[config.mk]
export PLATFORM = sky130hd
export DESIGN_NAME = weight_streamer
export DESIGN_NICKNAME = d
export VERILOG_FILES = /design/src/rtl/locator_pkg.sv /design/src/rtl/lowest_set_bit.sv /design/src/rtl/weight_streamer.sv
export SDC_FILE = /design/constraint.sdc
export NUM_CORES = 1
export LEC_CHECK = 0
export BUFFER_PORTS_ARGS = -buffer_cell sky130_fd_sc_hd__buf_2
export CORE_MARGIN = 1.5
export CORE_UTILIZATION = 53
export CTS_CLUSTER_DIAMETER = 150
export DETAILED_ROUTE_END_ITERATION = 8
export PLACE_DENSITY = 0.87
export SLEW_MARGIN = 20
export SYNTH_ARGS = -nofsm -noshare
export SYNTH_HDL_FRONTEND = slang
export SYNTH_SLANG_ARGS = --single-unit
[constraint.sdc]
create_clock -name clk -period 3.69 [get_ports clk]
set_input_delay 0.738 -clock clk [delete_from_list [all_inputs] [get_ports clk]]
set_output_delay 0.738 -clock clk [all_outputs]
set_load 0.005 [all_outputs]
[src/rtl/locator_pkg.sv]
// Shared definitions for the weight streamer: default word width, a constant
// clog2, the FSM state encoding and the popcount used when a word is loaded.
package locator_pkg;

  localparam int unsigned DEFAULT_W = 8;
  localparam int unsigned MAX_W     = 64;
  localparam int unsigned PC_MAX_W  = 7;   // holds popcount of a MAX_W word

  typedef enum logic {
    IDLE = 1'b0,
    EMIT = 1'b1
  } state_t;

  // Ceiling log2, usable in constant expressions.
  function automatic int unsigned clog2(input int unsigned value);
    int unsigned r;
    int unsigned v;
    r = 0;
    v = 1;
    while (v < value) begin
      v = v * 2;
      r = r + 1;
    end
    return r;
  endfunction

  // Number of set bits; callers zero-extend their word to MAX_W.
  function automatic logic [PC_MAX_W-1:0] popcount(input logic [MAX_W-1:0] word);
    logic [PC_MAX_W-1:0] n;
    n = '0;
    for (int i = 0; i < int'(MAX_W); i++) begin
      n = n + PC_MAX_W'(word[i]);
    end
    return n;
  endfunction

endpackage

[src/rtl/lowest_set_bit.sv]
// Lowest-set-bit locator (combinational).
//   vec     : word to scan
//   index   : bit position of the lowest set bit (0 when vec is zero)
//   isolate : one-hot of that bit (zero when vec is zero), used to clear it
module lowest_set_bit
  import locator_pkg::*;
#(
  parameter  int unsigned W  = DEFAULT_W,
  localparam int unsigned LW = clog2(W)
) (
  input  logic [W-1:0]  vec,
  output logic [LW-1:0] index,
  output logic [W-1:0]  isolate
);

  // Two's-complement trick keeps only the lowest set bit.
  assign isolate = vec & (~vec + W'(1));

  // Scan downward so the lowest set bit is the last to write.
  always_comb begin
    index = '0;
    for (int i = int'(W) - 1; i >= 0; i--) begin
      if (vec[i]) index = LW'(i);
    end
  end

endmodule

[src/rtl/weight_streamer.sv]
// Weight streamer: accepts a word and emits one beat per set bit, lowest
// first, with the bit position, beat ordinal and the word's popcount.
//   clk, rst           : clock, synchronous active-high reset
//   in_valid/in_ready  : input handshake, in_data is the word
//   pos_valid/pos_ready: beat handshake
//   pos, pos_idx       : bit index and ordinal of the current beat
//   pos_last           : final beat of the word
//   pos_empty          : word had no set bits (single beat)
//   pc                 : registered popcount of the word being emitted
module weight_streamer
  import locator_pkg::*;
#(
  parameter  int unsigned W  = DEFAULT_W,
  localparam int unsigned LW = clog2(W)
) (
  input  logic          clk,
  input  logic          rst,
  input  logic          in_valid,
  output logic          in_ready,
  input  logic [W-1:0]  in_data,
  output logic [LW:0]   pc,
  output logic          pos_valid,
  input  logic          pos_ready,
  output logic [LW-1:0] pos,
  output logic [LW-1:0] pos_idx,
  output logic          pos_last,
  output logic          pos_empty
);

  state_t        state_q, state_d;
  logic [W-1:0]  mask_q, mask_d;
  logic [LW:0]   pc_q, pc_d;
  logic [LW-1:0] idx_q, idx_d;
  logic [LW-1:0] low_index;
  logic [W-1:0]  low_isolate;
  logic          emitting;
  logic          beat_hs;
  logic          in_hs;

  lowest_set_bit #(.W(W)) u_lsb (
    .vec     (mask_q),
    .index   (low_index),
    .isolate (low_isolate)
  );

  // State and datapath registers.
  always_ff @(posedge clk) begin
    if (rst) begin
      state_q <= IDLE;
      mask_q  <= '0;
      pc_q    <= '0;
      idx_q   <= '0;
    end else begin
      state_q <= state_d;
      mask_q  <= mask_d;
      pc_q    <= pc_d;
      idx_q   <= idx_d;
    end
  end

  // Next-state, datapath updates and handshake outputs.
  always_comb begin
    state_d  = state_q;
    mask_d   = mask_q;
    pc_d     = pc_q;
    idx_d    = idx_q;

    emitting  = (state_q == EMIT);
    pos_valid = emitting;
    pos_empty = emitting && (mask_q == '0);
    // Mask equal to its own lowest bit: one bit left, or none (empty word).
    pos_last  = emitting && (mask_q == low_isolate);
    pos       = emitting ? low_index : '0;
    pos_idx   = emitting ? idx_q : '0;

    beat_hs  = pos_valid && pos_ready;
    // Accept a new word while idle or in the same cycle the last beat leaves.
    in_ready = !rst && (!emitting || (beat_hs && pos_last));
    in_hs    = in_valid && in_ready;

    if (in_hs) begin
      mask_d  = in_data;
      pc_d    = (LW+1)'(popcount(MAX_W'(in_data)));
      idx_d   = '0;
      state_d = EMIT;
    end else if (beat_hs) begin
      mask_d = mask_q & ~low_isolate;
      idx_d  = idx_q + LW'(1);
      if (pos_last) state_d = IDLE;
    end
  end

  assign pc = pc_q;

endmodule

==> flow_summary.yaml <==
outcome:
  status: "finished clean"
setup_path:
  path_max_fanout: 2
  crit_start: "in_data[0]"
  path_common_cell: "fa_1"
  path_class: "input port to flop"
  cp_slowest_stage_delay_ns: 0.53
  path_cells: "buf_2 > fa_1 > inv_1 > fa_1 > fa_1 > inv_1 > ha_1 > fa_1 > xnor2_1 > mux2i_1"
  crit_path_end_kind: "flop"
  cp_data_required_time_ns: 3.86
  cp.arrival_ns: 3.26
  start_kind: "input port"
  cp_slowest_cell: "fa_1"
  r2r_start: "mask_q[2]$_SDFFE_PP0P_"
sta:
  clock_skew_ns: 0.00532
  rsz0062_at_grt: "false"
  max_freq_mhz: 323
  post-route-period-util: 0.838
  timing.setup.tns_ns: 0
  fin_crit_ns: 3.09
  tightest_slew_ns: 0.480
  hold_viol_final: 0
  slew_headroom: 0.678
  setup_viol: 0
  drv_slew: 0
  timing.hold.ws_ns: 0.475
hold_path:
  min-delay-start: "idx_q[1]$_SDFFE_PP0P_"
  hold_path.class: "flop to flop"
grt:
  grt_pass1_wl_um: 4110
  antenna_found_initial: 0
  overflow: 0
  grt.total_usage: 0.216
  grt_max_degree: 19
  grt_pass1_vias: 993
run:
  drv_cap: 0
cts:
  numClockSinks: 16
  tritoncts: "yes"
  clk_path_buf_depth: 2
  clk_latency_ns: 0.28
  ctsHtreeMaxLevel: 1
  cts_hold_buf: 0
  postCtsSetupBuffers: 0
  cts_inserted_buffers: 3
  path_clk_slew_ns: 0.09
  root_buffer: "clkbuf_4"
  post_cts_resize_count: 0
yosys:
  syn_area_per_cell_um2: 8.93
  synthAdderAreaFrac: 0.123
  syn-instance-count: 128
  yosys.area_share.simple: 0.209
  synth_compound_area_frac: 0.277
  synthMuxAreaShare: 0.00875
  synthArstFlopShare: 0
  ys_warn_count: 0
  ys_seq_elements: 16
  yosysSeqAreaShare: 0.280
  synth_nets: 148
  synth_top_family_by_area: "compound AO/OA/AOI/OAI gates"
  synth_xor_xnor_area_share: 0.0230
  synth_edf_count: 0
  ys.flop_type: "dfxtp_1"
  synth.distinct_cells: 46
  synth_area_um2: 1140
drt:
  wl_per_cell_um: 13.0
  firstDrtPassIters: 4
  vias_per_cell: 5.67
  vias: 1015
  drc: 0
  drt_iter0_markers: 21
  drtAntennaViolNets: 0
  routed_wl_um: 2330
die:
  dieArea_um2: 2450
  die_w_um: 49.5
  boundaryPins: 26
  start_util: 0.571
  core.rowCount: 16
  design.core.area_um2: 2000
  die_h_um: 49.5
cells_and_area:
  nFillCells: 174
  register_area_um2: 320
  area_growth_pct: 13.3
  stdcell_area_um2: 1300
  utilization: 0.648
  multi_input_area_um2: 732
  drive_gt1_frac: 0.283
  nets: 173
  antenna_cells: 0
  mostFrequentLayoutCell: "buf_2"
  layout_common_cells: "buf_2, dfxtp_1, a21oi_1, inv_1, o21ai_0"
placement:
  place_congestion: 0.809
  place_area_um2: 1260
  dp_hpwl_um: 1800
  port_buffers: 25
power:
  total_power_w: 0.000468
  power_density_nw_per_um2: 361
  irDropWorstVdd_uv: 285
  p_leak_nw: 0.554
==> state kept, by name, indices dropped and copies added, names as in the netlist <==
register,flops
mask_q,8
pc,4
pos_valid,1
idx_q,3
==> synth_stat cells, types with 2 or more instances <==
| cell | count | area share |
|---|---|---|
| dfxtp_1 | 16 | 0.28 |
| a21oi_1 | 13 | 0.057 |
| inv_1 | 11 | 0.036 |
| o21ai_0 | 9 | 0.039 |
| nor2_1 | 7 | 0.023 |
| and2_1 | 4 | 0.022 |
| fa_1 | 4 | 0.070 |
| ha_1 | 4 | 0.044 |
| nand2_1 | 4 | 0.013 |
| nand3_1 | 4 | 0.018 |
| o2111ai_1 | 4 | 0.031 |
| o21ai_1 | 4 | 0.018 |
| clkbuf_1 | 3 | 0.0098 |
| nand3b_1 | 3 | 0.020 |
| nand4_1 | 3 | 0.016 |
| nor3b_1 | 2 | 0.013 |
| or3_1 | 2 | 0.011 |
| or3_2 | 2 | 0.013 |
| xor2_1 | 2 | 0.015 |
==> report_power, final <==
group / total (W) / internal (W) / switching (W)
logic: 0.000151 / 0.0000709 / 0.0000800
clock network: 0.000111 / 0.0000600 / 0.0000506
registers: 0.000206 / 0.000189 / 0.0000175
total: 0.000468 / 0.000320 / 0.000148
==> final cells by class <==
cell class	count	area share
multi-input combinational	95	0.565
tap	27	0.0261
sequential	16	0.247
clock buffer	4	0.0280
inverter	11	0.0319
timing repair buffer	26	0.102
==> routing by layer <==
| layer | GRT usage | part of all wire | wire, um |
|---|---|---|---|
| met1 | 0.271 | 0.45 | 1040 |
| met2 | 0.356 | 0.47 | 1080 |
| met3 | 0.0242 | 0.055 | 127 |
| met4 | 0.134 | 0.034 | 78 |
| met5 | 0 | 0 | 0 |
==> logic make-up after synthesis <==
logic type | Yosys count
simple gates | 40
fa+ha+maj | 9
xor+xnor | 3
buf+inv | 17
mux | 1
flops | 16
compound gates | 42
==> path summary, 6_finish.rpt <==
path | slack (ns) | endpoint | cells after the start
worst max register to register | 1.75 | pc[3]$_SDFFE_PP0P_ | 5
worst min-delay path | 0.47 | idx_q[1]$_SDFFE_PP0P_ | 2
worst max-delay path | 0.60 | pc[2]$_SDFFE_PP0P_ | 10
worst min register to register | 0.47 | idx_q[1]$_SDFFE_PP0P_ | 2
==> worst max-delay path: cells and delay by family <==
| family | cells | cell delay [ns] |
|---|---|---|
| multiplexers | 1 | 0.10 |
| buffers and inverters | 3 | 0.21 |
| XOR/XNOR | 1 | 0.16 |
| adder cells (fa/ha/maj) | 5 | 2.05 |
==> metrics by stage <==
step | instances | setup slack (ns)
final | 179 | 0.598
after global routing | 179 | 0.547
after CTS | 179 | 0.611
after floorplan | 128 | 0.553
after detailed placement | 175 | 0.290
after global placement | 175 | 0.403
No activity file was read; power rests on OpenSTA's default activity.
